==> config.mk <==
export PLATFORM = sky130hd
export DESIGN_NAME = rv_iommu_pte_fetch
export DESIGN_NICKNAME = d
export VERILOG_FILES = /design/src/rtl/rv_iommu_pkg.sv /design/src/rtl/rv_iommu_line_sel.sv /design/src/rtl/rv_iommu_pte_fetch.sv
export SDC_FILE = /design/constraint.sdc
export NUM_CORES = 1
export LEC_CHECK = 0
export ABC_AREA = 1
export BUFFER_PORTS_ARGS = -buffer_cell sky130_fd_sc_hd__buf_2
export CAP_MARGIN = 40
export CORE_AREA = 8 8 269 271
export CTS_CLUSTER_SIZE = 28
export DETAILED_ROUTE_END_ITERATION = 10
export DIE_AREA = 0 0 277 279
export SLEW_MARGIN = 5
export SYNTH_ARGS = -nofsm -noshare
export SYNTH_HDL_FRONTEND = slang
export SYNTH_SLANG_ARGS = --single-unit
==> constraint.sdc <==
create_clock -name clk -period 2.15 [get_ports clk]
set_input_delay 0.1075 -clock clk [delete_from_list [all_inputs] [get_ports clk]]
set_output_delay 0.1075 -clock clk [all_outputs]
set_load 0.01 [all_outputs]
==> src/rtl/rv_iommu_pkg.sv <==
// Shared IOMMU load/store opcodes, PTE fault codes and fetch-engine state encoding.
package rv_iommu_pkg;

  localparam logic [1:0] LS_OP_LOAD  = 2'd1;
  localparam logic [1:0] LS_OP_STORE = 2'd2;
  localparam logic [1:0] LS_OP_AMO   = 2'd3;

  localparam int PTE_BYTES = 8;

  typedef enum logic [1:0] {
    PTE_OK        = 2'd0,
    PTE_ACC_FAULT = 2'd1,
    PTE_POISON    = 2'd2,
    PTE_TIMEOUT   = 2'd3
  } pte_fault_e;

  typedef enum logic [1:0] {
    ST_IDLE = 2'd0,
    ST_REQ  = 2'd1,
    ST_WAIT = 2'd2,
    ST_RSP  = 2'd3
  } pte_fetch_state_e;

endpackage

==> src/rtl/rv_iommu_line_sel.sv <==
// Picks one 64-bit PTE out of a 512-bit cache line by doubleword index.
module rv_iommu_line_sel (
  input  logic [511:0] i_line,
  input  logic [2:0]   i_sel,
  output logic [63:0]  o_word
);

  assign o_word = i_line[{i_sel, 6'b0} +: 64];

endmodule

==> src/rtl/rv_iommu_pte_fetch.sv <==
// Single-outstanding PTE fetch: issues a tagged 8-byte load, matches the tagged
// return, classifies faults, and bounds the wait with a timeout.
module rv_iommu_pte_fetch
  import rv_iommu_pkg::*;
#(
  parameter int ID_W        = 4,
  parameter int TIMEOUT_CYC = 1024,
  parameter int STALE_W     = 8
) (
  input  logic               clk,
  input  logic               rst_n,
  input  logic [45:0]        req_pte_addr_i,
  input  logic [ID_W-1:0]    req_id_i,
  input  logic               req_irdy_i,
  output logic               req_trdy_o,
  output logic [63:0]        rsp_pte_o,
  output logic [ID_W-1:0]    rsp_id_o,
  output logic [1:0]         rsp_fault_o,
  output logic               rsp_irdy_o,
  input  logic               rsp_trdy_i,
  output logic [45:0]        ls_addr_o,
  output logic [1:0]         ls_op_o,
  output logic [1:0]         ls_tag_o,
  output logic [6:0]         ls_size_o,
  output logic               ls_req_irdy_o,
  input  logic               ls_req_trdy_i,
  input  logic [511:0]       ld_data_i,
  input  logic               ld_acc_fault_i,
  input  logic               ld_poison_i,
  input  logic [1:0]         ld_tag_i,
  input  logic               ld_data_irdy_i,
  output logic               ld_data_trdy_o,
  output logic [STALE_W-1:0] stale_cnt_o
);

  localparam int TMR_W = $clog2(TIMEOUT_CYC);
  localparam logic [TMR_W-1:0] TMR_LAST = TMR_W'(TIMEOUT_CYC - 1);

  pte_fetch_state_e   r_state;
  logic [1:0]         r_cur_tag;
  logic [TMR_W-1:0]   r_timer;
  logic [STALE_W-1:0] r_stale_cnt;
  logic               r_req_trdy, r_ls_req_irdy, r_ld_trdy, r_rsp_irdy;
  logic [45:0]        r_ls_addr;
  logic [ID_W-1:0]    r_id, r_rsp_id;
  logic [63:0]        r_rsp_pte;
  pte_fault_e         r_rsp_fault;

  logic [63:0] w_word;
  logic        w_ret, w_hit, w_stale;
  pte_fault_e  w_fault;

  rv_iommu_line_sel u_line_sel (
    .i_line (ld_data_i),
    .i_sel  (r_ls_addr[5:3]),
    .o_word (w_word)
  );

  // Only a return carrying the current tag while waiting counts; all others are dropped.
  assign w_ret   = ld_data_irdy_i && r_ld_trdy;
  assign w_hit   = w_ret && (r_state == ST_WAIT) && (ld_tag_i == r_cur_tag);
  assign w_stale = w_ret && !w_hit;
  assign w_fault = ld_acc_fault_i ? PTE_ACC_FAULT :
                   ld_poison_i    ? PTE_POISON    : PTE_OK;

  always_ff @(posedge clk) begin
    if (!rst_n) begin
      r_state       <= ST_IDLE;
      r_cur_tag     <= 2'd0;
      r_timer       <= '0;
      r_stale_cnt   <= '0;
      r_req_trdy    <= 1'b0;
      r_ls_req_irdy <= 1'b0;
      r_ld_trdy     <= 1'b0;
      r_rsp_irdy    <= 1'b0;
      r_ls_addr     <= '0;
      r_id          <= '0;
      r_rsp_id      <= '0;
      r_rsp_pte     <= '0;
      r_rsp_fault   <= PTE_OK;
    end else begin
      r_ld_trdy <= 1'b1;
      if (w_stale && (r_stale_cnt != {STALE_W{1'b1}}))
        r_stale_cnt <= r_stale_cnt + 1'b1;
      case (r_state)
        ST_IDLE: begin
          if (r_req_trdy && req_irdy_i) begin
            r_ls_addr     <= req_pte_addr_i & ~46'h7;
            r_id          <= req_id_i;
            r_req_trdy    <= 1'b0;
            r_ls_req_irdy <= 1'b1;
            r_state       <= ST_REQ;
          end else begin
            r_req_trdy <= 1'b1;
          end
        end
        ST_REQ: begin
          if (ls_req_trdy_i) begin
            r_ls_req_irdy <= 1'b0;
            r_timer       <= '0;
            r_state       <= ST_WAIT;
          end
        end
        ST_WAIT: begin
          r_timer <= r_timer + 1'b1;
          if (w_hit) begin
            r_rsp_fault <= w_fault;
            r_rsp_pte   <= (w_fault == PTE_OK) ? w_word : 64'd0;
            r_rsp_id    <= r_id;
            r_rsp_irdy  <= 1'b1;
            r_state     <= ST_RSP;
          end else if (r_timer == TMR_LAST) begin
            r_rsp_fault <= PTE_TIMEOUT;
            r_rsp_pte   <= 64'd0;
            r_rsp_id    <= r_id;
            r_rsp_irdy  <= 1'b1;
            r_state     <= ST_RSP;
          end
        end
        ST_RSP: begin
          // Tag advances even after a timeout so a late return for it reads as stale.
          if (rsp_trdy_i) begin
            r_rsp_irdy <= 1'b0;
            r_req_trdy <= 1'b1;
            r_cur_tag  <= r_cur_tag + 2'd1;
            r_state    <= ST_IDLE;
          end
        end
        default: r_state <= ST_IDLE;
      endcase
    end
  end

  assign req_trdy_o     = r_req_trdy;
  assign rsp_pte_o      = r_rsp_pte;
  assign rsp_id_o       = r_rsp_id;
  assign rsp_fault_o    = r_rsp_fault;
  assign rsp_irdy_o     = r_rsp_irdy;
  assign ls_addr_o      = r_ls_addr;
  assign ls_op_o        = LS_OP_LOAD;
  assign ls_tag_o       = r_cur_tag;
  assign ls_size_o      = 7'(PTE_BYTES);
  assign ls_req_irdy_o  = r_ls_req_irdy;
  assign ld_data_trdy_o = r_ld_trdy;
  assign stale_cnt_o    = r_stale_cnt;

endmodule

==> flow_summary.yaml, run 1 <==
setup_path:
  worstPathRequired_ns: 2.47
  crit_type: "register to register"
  r2r_cells: 8
  crit_chain: "inv_8 > buf_4 > o21ai_0 > nand2_1 > nand2_1 > nand2_1 > nand2_1 > a21oi_1"
  crit_cells: 8
  cp-start-kind: "register"
  cp_top_family: "compound AO/OA/AOI/OAI gates"
  r2r_slack_ns: 0.24
  worstPathArrival_ns: 2.24
  crit_fanout: 34
  cp_common_cell: "nand2_1"
  slowest_stage: "o21ai_0"
  r2r_end: "rsp_pte_o[8]$_SDFFE_PN0P_"
  path_buf_inv: 2
  critPathMaxStageDelay_ns: 0.46
  rr_startpoint: "ls_addr_o[3]$_SDFFE_PN0P_"
  crit_path_end_kind: "register"
synth:
  synth_fa_ha_area_share_pct: 0.718
  yosys.area_share.simple_pct: 42.7
  synth.largest_area_cell: "dfxtp_1"
  async_flop_share_pct: 0
  avgSynthCellArea_um2: 5.45
  synth_compound_area_share_pct: 19.6
  synth_edf_count: 0
  synth.top_cells.by_count: "695 x nand2_1, 438 x nor2_1, 188 x o21ai_0"
  synthMuxAreaShare_pct: 0
  syn_area_um2: 10500
  ys_types: 33
  yosysTopAreaCellShare_pct: 27.4
  synth_top_family_by_area: "simple AND/OR/NAND/NOR gates"
  synth_ff_type: "dfxtp_1"
  syn_inst: 1919
  synth-seq-cells: 143
  synth_warnings: 0
  yosysSeqAreaShare_pct: 27.4
  synth.most_common_cell: "nand2_1"
  synth_area_leaders: "dfxtp_1 27%, nand2_1 25%, nor2_1 16%, o21ai_0 9.0%, o21ai_1 6.0%"
  synthXorXnorAreaFrac_pct: 0.251
detailed_routing:
  drt_iter0_drc: 770
  post_drt_via_cell_ratio: 4.17
  via_count: 14630
  ant_nets: 0
  wl_per_cell_um: 17.9
  first_pass_iters: 5
  wirelength_um: 62800
  drc: 0
timing:
  report.final.slew_viol_count: 0
  hold_violations: 0
  maxSlewHeadroom_pct: 58.2
  finalCriticalPeriod_ns: 1.91
  max_freq_ghz: 0.522
  finalSetupTns_ns: 0
  grt_setup_unrepaired: "false"
  worst_pin_slew_ns: 0.628
  finalSetupViolations: 0
  finalCritPeriodShare_pct: 89.0
  finClkSkew_ns: 0.0128
finish:
  drive_gt1_share_pct: 30.7
  stdcell_area_um2: 16100
  fin_nets: 3184
  layout-area-overhead-vs-synth_pct: 54.2
worst_hold_path:
  hp-start: "ls_req_trdy_i"
  min_path_type: "input pin to register"
  min_delay_path_depth: 4
  holdPathEnd: "r_timer[0]$_SDFFE_PN0P_"
power:
  ir_drop_mv: 0.482
  p_leak_nw: 8.39
  cellPowerDensity_nw_per_um2: 811
grt:
  grtUsageTotal_pct: 15.5
  grt_max_degree: 67
  globalRouteMet3Util_pct: 4.45
  first_global_vias: 14616
  grt_pass1_wl_um: 91400
  grt-ovfl-total: 0
  use_met1_pct: 18.2
  busiest_layer: "met2"
  globalRouteMet2Util_pct: 26.4
  antenna_found_initial: 9
floorplanning:
  fp.coreArea_um2: 68000
  die_h_um: 279
  start_util_pct: 15.4
  die_w_um: 277
  rows: 96
  ios: 711
  dieArea_um2: 77300
cts:
  cts_tree: "built"
  cts_sinks: 143
  clk_latency_ns: 0.48
  cts_root_buffer: "clkbuf_16"
  clkTransAtPathRegs_ns: 0.07
  cts_buffers: 17
  clk_path_buf_depth: 2
  cts_resized: 0
  h-tree-depth: 4
place:
  dpl.hpwl_um: 49300
  portBuffers: 695
  place_area_um2: 15000
  gp_congestion: 0.934
job:
  cap_violations: 0
run_status:
  status: "complete, no violations"
kinds of logic after synthesis:
logic type,count (synthesis)
and+or+nand+nor,1169
xor gates and xnor gates,3
DFF,143
other,2
buffers and inverters,190
AOI/OAI and AO/OA,406
adders and majority gates,6
where the power goes:
part           switching, mW  internal (mW)
Combinational           4.36           2.43
Sequential             0.163           2.93
Clock                   1.53           1.66
Total                   6.06           7.03
metal layers:
layer / vias to the layer above / part of all wire, %
met5: - / 0.064
met4: 6 / 3.3
met3: 101 / 7.2
met2: 610 / 47
met1: 6489 / 42
li1: 7424 / -
state kept, by name (all words and copies together), names as in the netlist:
| register | flops |
|---|---|
| ls_req_irdy_o | 1 |
| r_timer | 10 |
| rsp_fault_o | 2 |
| r_id | 4 |
| ld_data_trdy_o | 1 |
| rsp_id_o | 4 |
| rsp_pte_o | 64 |
| ls_addr_o | 43 |
| r_state | 2 |
| stale_cnt_o | 8 |
| rsp_irdy_o | 1 |
| req_trdy_o | 1 |
| ls_tag_o | 2 |
tightest hold or removal path: stages:
cell and delay [ns]:
buf_2 0.09, nand2_1 0.06, o21ai_2 0.14, a211oi_1 0.09
through the flow:
stage          hold WS (ns)  setup slack [ns]  util (%)  instances  power [mW]
3_3_place_gp          0.329             0.137      22.0       3414        9.90
6_report             0.0573             0.236      23.7       3506        13.1
4_1_cts            0.000995            0.0932      23.7       3497        13.3
5_1_grt              0.0629            0.0296      23.7       3505        14.2
3_5_place_dp          0.332            0.0970      22.0       3414        9.87
2_1_floorplan         0.135             0.512         -       1929        7.17
cell usage in the layout (no fill, tap or decap), types with 5 or more instances in the layout:
cell type / instances
nand4_1: 8
dlygate4sd3_1: 51
inv_1: 34
conb_1: 12
diode_2: 5
o21ai_1: 125
dfxtp_1: 140
inv_8: 6
buf_12: 22
clkbuf_16: 17
buf_2: 695
buf_4: 38
nand2_1: 695
inv_6: 5
nor2_1: 437
a21oi_1: 88
nand3_1: 21
ha_1: 6
o21ai_0: 188
worst max path at each step:
stage,start,to,slack (ns)
after CTS,ls_addr_o[4]$_SDFFE_PN0P_,rsp_pte_o[13]$_SDFFE_PN0P_,0.09
after floorplan,r_state[0]$_SDFFE_PN0P_,rsp_pte_o[14]$_SDFFE_PN0P_,0.51
after detailed placement,ls_addr_o[4]$_SDFFE_PN0P_,rsp_pte_o[13]$_SDFFE_PN0P_,0.1
final,ls_addr_o[3]$_SDFFE_PN0P_,rsp_pte_o[8]$_SDFFE_PN0P_,0.24
after global routing,r_state[0]$_SDFFE_PN0P_,rsp_pte_o[25]$_SDFFE_PN0P_,0.03
after global placement,ls_addr_o[4]$_SDFFE_PN0P_,rsp_pte_o[13]$_SDFFE_PN0P_,0.14
cell type report:
cell class,count,area (um^2)
clock buffers,18,429
inverters,42,170
flip-flops and latches,143,2870
fillers,7863,51900
diodes,5,12.5
multi-input cells,1596,6660
clock inverters,14,160
repair buffers,806,4710
well taps,882,1100
timing repair:
item,CTS,global route
endpoints found under the setup margin,0,1
buffers inserted,0,4
hold buffers,51,0
endpoints found under the hold margin,51,0
Power figures use the tool's default switching activity.
==> run 2: changes to the inputs <==
Settings changed: ABC_AREA 1 to not set, CORE_AREA 8 8 269 271 to 8 8 270 272, DIE_AREA 0 0 277 279 to 0 0 278 280.
==> flow_summary.yaml, run 2 <==
run_status:
  status: "complete, no violations"
floorplanning:
  fp.coreArea_um2: 68900
  dieArea_um2: 77800
  die_h_um: 280
  start_util_pct: 13.6
  ios: 711
  die_w_um: 278
  rows: 97
detailed_routing:
  first_pass_iters: 4
  wl_per_cell_um: 24.0
  ant_nets: 0
  drc: 0
  wirelength_um: 58600
  post_drt_via_cell_ratio: 4.18
  via_count: 10200
  drt_iter0_drc: 770
synth:
  syn_inst: 773
  synth_ff_type: "dfxtp_1"
  synth_warnings: 0
  async_flop_share_pct: 0
  synth.most_common_cell: "dfxtp_1"
  synth.top_cells.by_count: "143 x dfxtp_1, 128 x mux4_2, 118 x nand2_1"
  synth_edf_count: 0
  yosysTopAreaCellShare_pct: 30.8
  yosys.area_share.simple_pct: 8.44
  ys_types: 56
  synthXorXnorAreaFrac_pct: 0.841
  synth_area_leaders: "mux4_2 31%, dfxtp_1 31%, o2bb2ai_2 9.6%, mux2i_1 7.8%, nand2_1 4.7%"
  synth-seq-cells: 143
  syn_area_um2: 9370
  synth_top_family_by_area: "multiplexers"
  yosysSeqAreaShare_pct: 30.5
  avgSynthCellArea_um2: 12.1
  synth.largest_area_cell: "mux4_2"
  synthMuxAreaShare_pct: 38.8
  synth_fa_ha_area_share_pct: 0.801
  synth_compound_area_share_pct: 15.1
setup_path:
  rr_startpoint: "ls_addr_o[4]$_SDFFE_PN0P_"
  slowest_stage: "mux4_2"
  worstPathRequired_ns: 2.50
  crit_chain: "buf_12 > buf_4 > mux4_2 > mux2i_1 > buf_4 > o2bb2ai_2"
  cp-start-kind: "register"
  crit_fanout: 15
  critPathMaxStageDelay_ns: 0.50
  worstPathArrival_ns: 2.46
  crit_path_end_kind: "register"
  r2r_cells: 6
  r2r_slack_ns: 0.04
  r2r_end: "rsp_pte_o[13]$_SDFFE_PN0P_"
  cp_common_cell: "buf_4"
  crit_type: "register to register"
place:
  dpl.hpwl_um: 50000
  placed_cells: 2342
  place_area_um2: 14100
  portBuffers: 695
  gp_congestion: 0.995
cts:
  h-tree-depth: 4
  clk_latency_ns: 0.48
  clk_path_buf_depth: 2
  clkTransAtPathRegs_ns: 0.07
  cts_buffers: 17
  cts_tree: "built"
  cts_sinks: 143
  post_cts_buffers: 0
  cts_root_buffer: "clkbuf_16"
timing:
  max_freq_ghz: 0.474
  finalCritPeriodShare_pct: 98.1
  report.final.slew_viol_count: 0
  finClkSkew_ns: 0.0212
  finalSetupTns_ns: 0
  hold_violations: 0
  worst_pin_slew_ns: 0.607
  grt_setup_unrepaired: "false"
  finalSetupViolations: 0
  finalCriticalPeriod_ns: 2.11
  maxSlewHeadroom_pct: 59.6
finish:
  final_common_cell: "buf_2"
  fin_nets: 2098
  layout-area-overhead-vs-synth_pct: 62.1
  drive_gt1_share_pct: 63.9
  largest_register_ffs: 64
  finalNonFillerCells: 2440
  layout_common_cells: "695 x buf_2, 140 x dfxtp_1, 128 x mux4_2, 118 x nand2_1, 73 x mux2i_1"
  stdcell_area_um2: 15200
  final_util_pct: 22.0
power:
  ir_drop_mv: 0.563
  cellPowerDensity_nw_per_um2: 636
  power_mw: 9.66
  p_leak_nw: 6.32
worst_hold_path:
  min_path_type: "input pin to register"
  holdPathEnd: "rsp_pte_o[19]$_SDFFE_PN0P_"
  hp-start: "ld_poison_i"
  min_delay_path_depth: 3
grt:
  grt_pass1_wl_um: 80100
  first_global_vias: 10683
  grtUsageTotal_pct: 14.3
  antenna_found_initial: 49
  grt-ovfl-total: 0
  grt_max_degree: 57
job:
  cap_violations: 0
-- run 2: changes by cell type after synthesis, sizes merged, moves of 33 or more --
cell,change
o2bb2ai,+64
o21ai,-309
inv,-33
mux2i,+73
clkbuf,-41
a21oi,-34
mux4,+128
nand2,-578
nor2,-422
-- run 2: cell type report --
| type | instances | area, um^2 |
|---|---|---|
| Fill cell | 7528 | 53700 |
| Multi-Input combinational cell | 552 | 6040 |
| Timing Repair Buffer | 798 | 4540 |
| Sequential cell | 143 | 2870 |
| Tap cell | 891 | 1110 |
| Clock buffer | 19 | 433 |
| Clock inverter | 13 | 119 |
| Antenna cell | 16 | 40.0 |
| Inverter | 8 | 30.0 |
-- run 2: per-stage QoR --
| stage | setup slack, ns | hold WS (ns) |
|---|---|---|
| after floorplan | 0.254 | 0.135 |
| after global placement | 0.102 | 0.348 |
| after detailed placement | 0.109 | 0.353 |
| after CTS | 0.0870 | 0.0146 |
| after global routing | 0.0199 | 0.0244 |
| final | 0.0398 | 0.0573 |
-- run 2: how the worst max path moves through the flow --
stage | cells after the start | startpoint | slack (ns) | end
CTS | 6 | ls_addr_o[4]$_SDFFE_PN0P_ | 0.09 | rsp_pte_o[13]$_SDFFE_PN0P_
global placement | 6 | ls_addr_o[4]$_SDFFE_PN0P_ | 0.10 | rsp_pte_o[13]$_SDFFE_PN0P_
floorplan | 8 | r_state[0]$_SDFFE_PN0P_ | 0.25 | rsp_pte_o[0]$_SDFFE_PN0P_
finish | 6 | ls_addr_o[4]$_SDFFE_PN0P_ | 0.04 | rsp_pte_o[13]$_SDFFE_PN0P_
detailed placement | 6 | ls_addr_o[4]$_SDFFE_PN0P_ | 0.11 | rsp_pte_o[13]$_SDFFE_PN0P_
global route | 6 | r_state[0]$_SDFFE_PN0P_ | 0.02 | stale_cnt_o[5]$_SDFFE_PN0P_
-- run 2: metal layers --
layer / vias to the layer above / routed length (um) / track usage [%]
li1: 4530 / - / -
met1: 4990 / 22400 / 16.2
met2: 569 / 27600 / 23.3
met3: 93 / 6420 / 6.73
met4: 18 / 2050 / 5.61
met5: - / 112 / 0
-- run 2: timing repair --
| item | CTS | global route |
|---|---|---|
| hold buffers | 50 | 0 |
| hold endpoints to repair | 56 | 0 |
| resized for setup | 0 | 0 |
-- run 2: power breakdown --
group	total, mW	leakage (nW)	internal, mW	switching, mW
Combinational	3.72	4.89	1.91	1.82
Sequential	2.97	1.16	2.83	0.140
Clock	2.96	0.265	1.52	1.44
Total	9.66	6.32	6.26	3.40
-- run 2: critical path: cells and delay by family (launching register included) --
family	cells	cell delay, ns
buffers and inverters	3	0.58
flip-flops	1	0.40
multiplexers	2	0.93
AO/OA/AOI/OAI	1	0.04
-- run 2: kinds of logic after synthesis --
group,after synthesis
AOI/OAI and AO/OA,145
xor gates and xnor gates,9
adders and majority gates,6
buffers and inverters,88
DFF,143
muxes,203
other,2
and+or+nand+nor,177
==> run 3: changes to the inputs <==
Settings changed: ABC_AREA set to 1, CORE_AREA 8 8 270 272 to 8 8 269 271, DIE_AREA 0 0 278 280 to 0 0 277 279, RECOVER_POWER set to 25.
==> flow_summary.yaml, run 3 (synthesis gave the netlist of run 1 again) <==
run_status:
  status: "complete, no violations"
cts:
  cts_tree: "built"
  clk_latency_ns: 0.47
  h-tree-depth: 4
  clkTransAtPathRegs_ns: 0.07
  clk_path_buf_depth: 2
  cts_resized: 0
  cts_sinks: 143
  cts_buffers: 17
  cts_root_buffer: "clkbuf_16"
timing:
  report.final.slew_viol_count: 0
  grt_setup_unrepaired: "false"
  finalCritPeriodShare_pct: 88.8
  hold_violations: 0
  max_freq_ghz: 0.524
  finalCriticalPeriod_ns: 1.91
  fin_hold_ws_ns: 0.0573
  finalSetupViolations: 0
  finalSetupTns_ns: 0
  worst_pin_slew_ns: 0.970
  maxSlewHeadroom_pct: 35.4
  finClkSkew_ns: 0.0113
floorplanning:
  rows: 96
  dieArea_um2: 77300
  fp.coreArea_um2: 68000
  die_h_um: 279
  start_util_pct: 15.4
  ios: 711
  die_w_um: 277
worst_hold_path:
  min_delay_path_depth: 4
  min_path_type: "input pin to register"
grt:
  grt_pass1_wl_um: 91400
  grtUsageTotal_pct: 15.5
  grt-ovfl-total: 0
  grt_max_degree: 67
  antenna_found_initial: 9
  first_global_vias: 14616
detailed_routing:
  wirelength_um: 62800
  post_drt_via_cell_ratio: 4.17
  wl_per_cell_um: 17.9
  drc: 0
  first_pass_iters: 5
  drt_iter0_drc: 801
  ant_nets: 0
  via_count: 14614
setup_path:
  r2r_slack_ns: 0.24
  crit_fanout: 30
  crit_start: "r_state[0]$_SDFFE_PN0P_"
  cp-start-kind: "register"
  setup.worst_path.end: "rsp_pte_o[32]$_SDFFE_PN0P_"
  r2r_cells: 10
  rr_startpoint: "r_state[0]$_SDFFE_PN0P_"
  crit_path_end_kind: "register"
  r2r_end: "rsp_pte_o[32]$_SDFFE_PN0P_"
  worstPathArrival_ns: 2.31
  worstPathRequired_ns: 2.55
  crit_type: "register to register"
power:
  cellPowerDensity_nw_per_um2: 813
  p_leak_nw: 8.11
  ir_drop_mv: 0.479
job:
  cap_violations: 0
finish:
  final_common_cell: "nand2_1"
  layout-area-overhead-vs-synth_pct: 53.4
  largest_register_ffs: 64
  layout_common_cells: "695 x nand2_1, 628 x buf_2, 437 x nor2_1, 188 x o21ai_0, 140 x dfxtp_1"
  finalNonFillerCells: 3507
  final_util_pct: 23.6
  drive_gt1_share_pct: 28.1
  fin_nets: 3184
place:
  dpl.hpwl_um: 49300
  portBuffers: 695
  gp_congestion: 0.934
  placed_cells: 3414
[run 3: through the flow]
step / power (mW) / setup slack (ns) / instance area [um^2]
floorplan: 7.17 / 0.512 / 10500
global placement: 9.90 / 0.137 / 15000
detailed placement: 9.87 / 0.0970 / 15000
CTS: 13.3 / 0.0932 / 16100
global route: 14.2 / 0.0296 / 16000
finish: 13.0 / 0.241 / 16000
[run 3: repair_timing]
item | 4_1_cts | 5_1_grt
endpoints found under the hold margin | 51 | 0
setup buffers | 0 | 4
hold buffers | 51 | 0
endpoints found under the setup margin | 0 | 1
[run 3: worst max-delay path, cell delays in order (launching register included)]
cell     delay, ns
dfxtp_1       0.36
inv_1         0.08
ha_1          0.22
inv_2         0.10
a21oi_2       0.05
nand3_1       0.09
nand2_1       0.11
nand2_4       0.14
buf_4         0.37
nand2_1       0.10
a21oi_1       0.15
[run 3: worst min-delay path by stage]
stage,startpoint,endpoint
finish,ls_req_trdy_i,r_timer[0]$_SDFFE_PN0P_
global route,ls_req_trdy_i,r_timer[0]$_SDFFE_PN0P_
CTS,ls_req_trdy_i,r_timer[0]$_SDFFE_PN0P_
detailed placement,req_id_i[3],r_id[3]$_SDFFE_PN0P_
global placement,req_pte_addr_i[28],ls_addr_o[28]$_SDFFE_PN0P_
floorplan,rst_n,ld_data_trdy_o$_DFF_P_
[run 3: layout make-up]
class | count | area [um^2]
diodes | 6 | 15.0
clock buffers | 18 | 429
clock inverters | 14 | 160
fillers | 7894 | 51900
inverters | 42 | 170
multi-input cells | 1596 | 6660
flip-flops and latches | 143 | 2870
well taps | 882 | 1100
repair buffers | 806 | 4630
[run 3: report_power, final]
group / leakage (nW) / total [mW] / switching (mW) / internal [mW]
Clock: 0.293 / 3.19 / 1.53 / 1.66
Combinational: 6.66 / 6.76 / 4.37 / 2.39
Sequential: 1.16 / 3.10 / 0.170 / 2.93
[run 3: metal layers]
metal / wire length [um] / GRT usage [%] / vias up
li1: - / - / 7427
met1: 26400 / 18.2 / 6502
met2: 29800 / 26.4 / 588
met3: 4540 / 4.45 / 91
met4: 2050 / 6.48 / 6
met5: 40 / 0 / -
